==> src/rtl/apple_spawn_ctrl.sv <==
// Apple spawn controller for the snake game.
// Watches head-position strobes and detects when the head lands on a shown
// apple. It then hides that apple, emits one body-grow pulse, and respawns the
// apple at a free, legal position drawn from a free-running LFSR.
//
// Handshake: Head_vld is a one-cycle strobe with no back-pressure (no ready).
// A strobe is acted on only while the controller is idle (Busy=0). Strobes
// that arrive while Busy=1 are dropped without any effect.
module apple_spawn_ctrl #(
  parameter int                           N_APPLE     = 3,
  parameter int                           COORD_W     = 4,
  parameter int                           X_MAX       = 15,
  parameter int                           Y_MAX       = 15,
  parameter logic [N_APPLE*2*COORD_W-1:0] INIT_APPLES = 24'hA8_6A_58,
  parameter logic [15:0]                  LFSR_SEED   = 16'hACE1
) (
  input  logic                           Clk_24mhz,
  input  logic                           Rst_n,
  input  logic [2*COORD_W-1:0]           Head,
  input  logic                           Head_vld,
  output logic [N_APPLE*2*COORD_W-1:0]   Apples,
  output logic [N_APPLE-1:0]             Apple_vld,
  output logic                           Body_add_sig,
  output logic                           Busy,
  output logic [15:0]                    Eat_cnt
);

  localparam int                 PW    = 2 * COORD_W;
  localparam int                 IDX_W = (N_APPLE > 1) ? $clog2(N_APPLE) : 1;
  localparam logic [COORD_W-1:0] X_LIM = COORD_W'(X_MAX);
  localparam logic [COORD_W-1:0] Y_LIM = COORD_W'(Y_MAX);

  typedef enum logic [0:0] {IDLE, SPAWN} state_t;

  state_t             state_q, state_d;
  logic [15:0]        lfsr;
  logic [IDX_W-1:0]   idx_q;
  logic [PW-1:0]      head_q;
  logic [PW-1:0]      cand;
  logic [COORD_W-1:0] cand_x, cand_y;
  logic               hit, coll, accept, eat, spawn_ok;
  logic [IDX_W-1:0]   hit_idx;

  assign cand_x = lfsr[PW-1:COORD_W];
  assign cand_y = lfsr[COORD_W-1:0];
  assign cand   = {cand_x, cand_y};
  assign Busy   = (state_q == SPAWN);

  // Free-running Galois LFSR (x^16+x^14+x^13+x^11+1); it never pauses.
  always_ff @(posedge Clk_24mhz or negedge Rst_n) begin
    if (!Rst_n) lfsr <= LFSR_SEED;
    else        lfsr <= {1'b0, lfsr[15:1]} ^ (lfsr[0] ? 16'hB400 : 16'h0000);
  end

  // Head-vs-apple compare; scanning downward leaves the lowest matching slot.
  always_comb begin
    hit     = 1'b0;
    hit_idx = '0;
    for (int k = N_APPLE - 1; k >= 0; k--) begin
      if (Apple_vld[k] && (Apples[k*PW +: PW] == Head)) begin
        hit     = 1'b1;
        hit_idx = IDX_W'(k);
      end
    end
  end

  // Candidate acceptance. The slot being respawned is already invalid, so
  // checking every valid slot excludes only the other apples.
  always_comb begin
    coll = 1'b0;
    for (int k = 0; k < N_APPLE; k++) begin
      if (Apple_vld[k] && (Apples[k*PW +: PW] == cand)) coll = 1'b1;
    end
    accept = (cand_x != '0) && (cand_x <= X_LIM) &&
             (cand_y != '0) && (cand_y <= Y_LIM) &&
             (cand != head_q) && !coll;
  end

  // FSM state register.
  always_ff @(posedge Clk_24mhz or negedge Rst_n) begin
    if (!Rst_n) state_q <= IDLE;
    else        state_q <= state_d;
  end

  // FSM next-state and event decode.
  always_comb begin
    state_d  = state_q;
    eat      = 1'b0;
    spawn_ok = 1'b0;
    case (state_q)
      IDLE: begin
        if (Head_vld && hit) begin
          eat     = 1'b1;
          state_d = SPAWN;
        end
      end
      SPAWN: begin
        if (accept) begin
          spawn_ok = 1'b1;
          state_d  = IDLE;
        end
      end
      default: state_d = IDLE;
    endcase
  end

  // Apple slots, eat pulse, latched head/index and saturating eat counter.
  always_ff @(posedge Clk_24mhz or negedge Rst_n) begin
    if (!Rst_n) begin
      Apples       <= INIT_APPLES;
      Apple_vld    <= '1;
      Body_add_sig <= 1'b0;
      Eat_cnt      <= 16'h0000;
      idx_q        <= '0;
      head_q       <= '0;
    end else begin
      Body_add_sig <= eat;
      if (eat) begin
        idx_q  <= hit_idx;
        head_q <= Head;
        if (Eat_cnt != 16'hFFFF) Eat_cnt <= Eat_cnt + 16'd1;
      end
      for (int k = 0; k < N_APPLE; k++) begin
        if (eat && (hit_idx == IDX_W'(k))) Apple_vld[k] <= 1'b0;
        if (spawn_ok && (idx_q == IDX_W'(k))) begin
          Apples[k*PW +: PW] <= cand;
          Apple_vld[k]       <= 1'b1;
        end
      end
    end
  end

endmodule

==> config.mk <==
export PLATFORM = sky130hd
export DESIGN_NAME = apple_spawn_ctrl
export DESIGN_NICKNAME = d
export VERILOG_FILES = /design/src/rtl/apple_spawn_ctrl.sv
export SDC_FILE = /design/constraint.sdc
export NUM_CORES = 1
export LEC_CHECK = 0
export ABC_AREA = 1
export CAP_MARGIN = 20
export CELL_PAD_IN_SITES_DETAIL_PLACEMENT = 1
export CELL_PAD_IN_SITES_GLOBAL_PLACEMENT = 2
export CORE_UTILIZATION = 29
export DETAILED_ROUTE_END_ITERATION = 8
export GPL_ROUTABILITY_DRIVEN = 0
export GPL_TIMING_DRIVEN = 1
export PLACE_DENSITY_LB_ADDON = 0.1
export SYNTH_ARGS = -nofsm -noshare
export SYNTH_HDL_FRONTEND = slang
export SYNTH_SLANG_ARGS = --single-unit
==> constraint.sdc <==
create_clock -name Clk_24mhz -period 1.55 [get_ports Clk_24mhz]
set_input_delay 0.2325 -clock Clk_24mhz [delete_from_list [all_inputs] [get_ports Clk_24mhz]]
set_output_delay 0.2325 -clock Clk_24mhz [all_outputs]
set_load 0.005 [all_outputs]
==> impl_metrics.yaml <==
worst_setup_path:
  cp_max_fo: 6
  crit_path_start_kind: "flop"
  cp.arrival_ns: 2.19
  path_common_cell: "nand2_1"
  critPathMaxStageDelay_ns: 0.60
  worstSetupPathType: "reg -> reg"
  worstSetupEndpointType: "flop"
  cp_cell_sequence: "inv_4, buf_4, nand3_1, o21ai_0, inv_1, nand2_2, nor2_4, buf_12, nand4_4, nand2_1, nand2_1"
  crit_buf_inv: 4
  cp_slowest_cell: "dfstp_2"
  critPathTopFamily: "simple AND/OR/NAND/NOR gates"
  required_ns: 1.80
power:
  p_seq_share_pct: 42.8
  p_leak_nw: 3.67
  power.switching_mw: 1.21
  clockPowerShare_pct: 49.8
  p_comb_share_pct: 7.4
  p_sw_share_pct: 27.9
  vdd_ir_drop_max_mv: 0.612
  power_density_nw_per_um2: 579
  power.internal_mw: 3.13
sta:
  relSlewSlack_pct: 69.8
  rsz0062_at_grt: "yes"
  holdWs_ns: 0.314
  finClkSkew_ns: 0.00940
  finalHoldViolations: 0
  worst_pin_slew_ns: 0.453
  tns_ns: -15.65
  period_minus_slack_ns: 1.94
  fmax_ghz: 0.514
  min_period_over_period_pct: 125
  finalSetupViolCount: 54
  maxSlewViolCount: 0
  finalWorstSetupSlack_ns: -0.394
global_route:
  grtUsageTotal_pct: 24.9
  grt_start_max_net_pins: 38
  antenna_found_initial: 0
  grt.overflow.total: 0
  grt_pass1_wl_um: 29600
  grt_pass1_vias: 5323
synthesis:
  syn_inst: 591
  synthSimpleGateAreaFrac_pct: 39.1
  synth.top_cells.by_count: "nand2_1 (205), inv_1 (51), dfrtp_1 (50)"
  syn_area_um2: 4450
  synthesis.nets: 603
  seq_area_frac_synth_pct: 40.5
  synth_most_common_cell: "nand2_1"
  synthMuxAreaShare_pct: 0
  synth_warnings: 0
  ys_dominant_reg_cell: "dfrtp_1"
  synth_largest_area_cell: "dfrtp_1"
  avgSynthCellArea_um2: 7.52
  synth-edff-count: 0
  ys_ff_latch: 71
  synthAdderAreaFrac_pct: 0.281
  async_flop_share_pct: 100
  synth_top_family_by_area: "simple AND/OR/NAND/NOR gates"
  synth.distinct_cells: 36
  synth-xor-area-share_pct: 7.09
  synth_top_area_share_pct: 28.1
  synthTopCellsByArea: "dfrtp_1 (28%), nand2_1 (17%), dfstp_2 (12%)"
  synth_compound_area_share_pct: 4.31
job:
  cap_violations: 0
floorplanning:
  die_width_um: 126
  die_area_um2: 15800
  io_pins: 56
  start_util_pct: 30.1
  die_h_um: 126
  num_rows: 44
  core_um2: 14800
clocking:
  cts.sinks: 71
  h-tree-depth: 3
  cts_buffers: 9
  clk_pin_slew_ns: 0.07
  tritoncts: "yes"
  clk_path_buf_depth: 2
  clockRootBuffer: "clkbuf_16"
  clk_latency_ns: 0.36
routing:
  routedWlPerCell_um: 18.6
  vias_per_cell: 4.93
  vias: 4965
  drt_iter0_markers: 213
  firstDrtPassIters: 4
  antenna_left: 0
  remaining_drc_errors: 0
  routed_wl_um: 18700
status:
  violations: "setup timing"
  status: "complete, but fails checks"
finish:
  insertedDiodeCount: 0
  finalNetCount: 830
  fin_cells: 1007
  syn_to_final_growth_pct: 68.2
  drive_above_1_share_pct: 47.4
  fill_cells: 1784
worst_hold_path:
  hp-class: "in -> async"
placed_design:
  dpl.hpwl_um: 13200
  dp.cells: 946
  place_ws_ns: -0.735
  io_buffers: 55
==> path summary, 6_finish.rpt <==
check	cells past startpoint	from	endpoint	slack [ns]
min in group Clk_24mhz	0	lfsr[9]	lfsr[8]	0.35
setup / recovery	11	lfsr[0]	Apples[10]	-0.39
hold reg to reg	0	lfsr[9]	lfsr[8]	0.35
setup reg to reg	11	lfsr[0]	Apples[10]	-0.39
hold / removal	2	Rst_n	Apples[7]	0.31
max in group asynchronous	3	Rst_n	Eat_cnt[5]	0.62
==> power by group through the flow <==
stage	logic (mW)	clock network (mW)	registers, mW
global placement	0.281	0	1.89
floorplan	0.106	0	1.89
CTS	0.301	2.21	1.85
global route	0.351	2.27	1.85
finish	0.322	2.16	1.85
detailed placement	0.287	0	1.89
==> sequential cells by signal, summed over array words and instances (netlist names) <==
signal	cells
Apple_vld	3
Body_add_sig	1
lfsr	16
head_q	8
Busy	1
Apples	24
idx_q	2
Eat_cnt	16
==> routing by layer <==
| layer | wire (um) | track usage, % | up-vias |
|---|---|---|---|
| met3 | 602 | 3.44 | 27 |
| met4 | 408 | 7.73 | 0 |
| met5 | 0 | 0 | - |
| li1 | - | - | 2363 |
| met2 | 8890 | 42.1 | 98 |
| met1 | 8820 | 33.0 | 2477 |
==> kinds of logic after synthesis <==
| family | Yosys count |
|---|---|
| buffers and inverters | 83 |
| DFF | 71 |
| adders and majority gates | 1 |
| and+or+nand+nor | 370 |
| xor gates and xnor gates | 36 |
| AOI/OAI and AO/OA | 30 |
==> final cells by class <==
| cell class | count | area (um2) | area share, % |
|---|---|---|---|
| Clock buffer | 9 | 225 | 3.01 |
| Clock inverter | 7 | 73.8 | 0.987 |
| Inverter | 65 | 259 | 3.46 |
| Multi-Input combinational cell | 441 | 2810 | 37.6 |
| Sequential cell | 71 | 1820 | 24.3 |
| Tap cell | 184 | 230 | 3.08 |
| Timing Repair Buffer | 230 | 2070 | 27.6 |
==> per-stage QoR <==
| step | utilization [%] | power, mW | area [um2] |
|---|---|---|---|
| finish | 50.7 | 4.33 | 7480 |
| global route | 50.7 | 4.48 | 7480 |
| CTS | 48.4 | 4.36 | 7150 |
| detailed placement | 42.0 | 2.17 | 6200 |
| global placement | 42.0 | 2.17 | 6200 |
| floorplan | - | 1.99 | 4500 |
==> worst register-to-register path, delay by kind of cell (launching register included) <==
kind / cells / cell delay (ns)
AO/OA/AOI/OAI: 1 / 0.08
buffers and inverters: 4 / 0.49
flip-flops: 1 / 0.60
AND/OR/NAND/NOR: 6 / 0.66
==> placed cells by master (no fill, tap or decap), types with 3 or more instances in the layout <==
cell / instances
nand2_1: 159
buf_4: 133
inv_1: 41
nand2_2: 40
dfrtp_1: 39
nand4_1: 39
buf_6: 35
dlygate4sd2_1: 34
nor2_1: 32
xnor2_1: 23
nand3_2: 22
dfstp_2: 21
inv_2: 19
nor2_2: 16
nand3_1: 14
nor2_4: 13
o21ai_2: 12
clkdlybuf4s50_1: 12
dfrtp_2: 11
nand2_4: 10
buf_12: 10
xor2_1: 9
clkbuf_16: 9
o21ai_0: 7
nand4_4: 7
nor3_2: 5
nor3_1: 5
inv_4: 4
xnor2_2: 4
nand3_4: 4
inv_6: 4
o21ai_4: 3
==> repair_timing <==
action / CTS / global route
resized for setup: 145 / 86
pin swaps: 46 / 61
endpoints found under the hold margin: 9 / 0
buffers inserted: 29 / 14
hold buffers: 1 / 0
setup endpoints to repair: 94 / 64
gates cloned: 5 / 0
Note: power is estimated with default switching activity, not from simulation.
==> variant: new RTL, same flow settings <==
Set the parameter `N_APPLE` to 6 (it was 3).
--- a/src/rtl/apple_spawn_ctrl.sv
+++ b/src/rtl/apple_spawn_ctrl.sv
@@ -7,7 +7,7 @@
 // A strobe is acted on only while the controller is idle (Busy=0). Strobes
 // that arrive while Busy=1 are dropped without any effect.
 module apple_spawn_ctrl #(
-  parameter int                           N_APPLE     = 3,
+  parameter int                           N_APPLE     = 6,
   parameter int                           COORD_W     = 4,
   parameter int                           X_MAX       = 15,
   parameter int                           Y_MAX       = 15,
Ports: changed (resized Apple_vld and Apples); port bits go from 56 to 83. The function was not compared with the original's and may differ.
==> variant against the original RTL <==
The run still ends with negative setup slack left. Die area grew 32%. Sequential share of layout area grew 0.90 points. Critical path depth rose by 2. Routed wire length is 48% higher. Area after synthesis rose by 32%. Setup slack lost 0.30 ns. Design area grew 35%. Sequential cell count up 28. Total power increased by 23%.
==> variant: results (changes against the original RTL) <==
Status: finished, violations left
Failing checks: negative setup slack
Post-DR wirelength/cell: 20.1 um (+8.2%)
Synthesized Nets: 791 (+31%)
Largest net degree at the start of global routing: 39 (+2.6%)
Clk_skew: 0.0137 ns (+0.00428 ns)
Ys Warns: 0 (unchanged)
Cell variety after synth: 38 (+5.6%)
Final setup margin: -0.693 ns (-0.299 ns)
Async SR Flop Fraction: 100% (unchanged)
Leakage: 5.01 nW (+36%)
Antenna violations before repair: 0 (unchanged)
P_int: 4.07 mW (+30%)
CP Max Fanout: 6 (unchanged)
Final hold slack: 0.330 ns (+0.0156 ns)
First-pass GRT wire length: 41,800 um (+41%)
Layout cell share with drive strength beyond 1: 41.8% (-5.6 points)
Nets: 1,119 (+35%)
Max IR drop VDD: 0.548 mV (-11%)
Post-Syn Instances: 779 (+32%)
Met1 wire length: 12,200 um (+38%)
Met3 wire length: 1080 um (+79%)
Vias in the first global route: 7,303 (+37%)
Hold crit path type: input port to asynchronous set/reset pin
Top flop regs: Apples (48), Eat_cnt (16), lfsr (16)
PortBufs: 82 (+49%)
Most frequent cells after synthesis: nand2_1, dfrtp_1, inv_1, nor2_1, nand4_1
Iteration-0 DRC Markers: 307 (+44%)
WL final: 27,700 um (+48%)
Top cells by area, synth: dfrtp_1, nand2_1, dfstp_2, nand4_1, inv_1
Worst Max-Slew Pin Slew: 0.518 ns (+0.0648 ns)
Via/cell ratio: 4.96 (+0.64%)
# setup viols final: 85 (+57%)
Worst path max stage delay: 0.56 ns (-0.04 ns)
Arr. time, crit path: 2.48 ns (+0.29 ns)
Met2 Routed Length: 13,300 um (+49%)
Global Route Usage Sum: 27.6% (+2.7 points)
Cells after DPL: 1,277 (+35%)
Placement Setup Slack: -0.936 ns (-0.201 ns)
variant: cell count changes in the layout (fill, tap and decap cells not counted), sizes merged, moves of 8 or more:
| cell | unedited run | this run |
|---|---|---|
| nor3 | 10 | 18 |
| inv | 70 | 80 |
| o22ai | 2 | 17 |
| clkbuf | 11 | 22 |
| clkdlybuf4s15 | 1 | 19 |
| dlygate4sd2 | 34 | 44 |
| nand4 | 46 | 60 |
| nand2 | 209 | 266 |
| o21ai | 24 | 39 |
| xor2 | 9 | 22 |
| buf | 178 | 255 |
| dfrtp | 50 | 75 |
variant: worst paths after layout:
| kind | from | end | cells past startpoint |
|---|---|---|---|
| worst min register to register | lfsr[9] | lfsr[8] | 0 |
| worst max-delay path | lfsr[7] | Apples[8] | 13 |
| max in group asynchronous | Rst_n | Apple_vld[0] | 3 |
| worst max register to register | lfsr[7] | Apples[8] | 13 |
| worst min-delay path | Rst_n | Apples[16] | 2 |
| min in group Clk_24mhz | lfsr[9] | lfsr[8] | 0 |
variant: layer usage:
metal / track usage [%] / up-vias
li1: - / 3226
met1: 35.1 / 3392
met2: 46.2 / 159
met3: 3.44 / 56
met4: 13.2 / 0
met5: 0 / -
variant: power groups by stage:
stage	Sequential [mW]	Clock [mW]	Combinational [mW]
after floorplan	2.63	0	0.105
after global placement	2.63	0	0.315
after detailed placement	2.63	0	0.320
after CTS	2.58	2.46	0.335
after global routing	2.58	2.55	0.380
final	2.58	2.42	0.347
variant: area by class of cell:
type / instances / area (um2)
Clock inverter: 3 / 46.3
Clock buffer: 13 / 260
Timing Repair Buffer: 337 / 3160
Fill cell: 2378 / 9570
Sequential cell: 99 / 2540
Tap cell: 265 / 332
Multi-Input combinational cell: 577 / 3390
Timing Repair inverter: 1 / 8.76
Inverter: 82 / 347
variant: through the flow:
stage          area (um2)  setup TNS, ns  power [mW]
6_report            10100         -43.85        5.35
5_1_grt             10100         -50.56        5.52
4_1_cts              9590         -42.09        5.38
3_5_place_dp         8340         -62.50        2.95
3_3_place_gp         8340         -59.84        2.95
2_1_floorplan        5940         -13.92        2.74
variant: cells by family after synthesis:
group | after synthesis | share of synthesized area [%]
simple gates | 449 | 34.1
xor+xnor | 48 | 7.14
fa+ha+maj | 1 | 0.213
buf+inv | 109 | 8.42
compound gates | 73 | 7.55
flops | 99 | 42.6
variant: timing repair:
action / 4_1_cts / 5_1_grt
hold buffers: 1 / 0
pin swaps: 28 / 54
setup buffers: 54 / 20
resized for setup: 235 / 124
hold endpoints to repair: 16 / 0
endpoints found under the setup margin: 152 / 110
cloned: 9 / 4
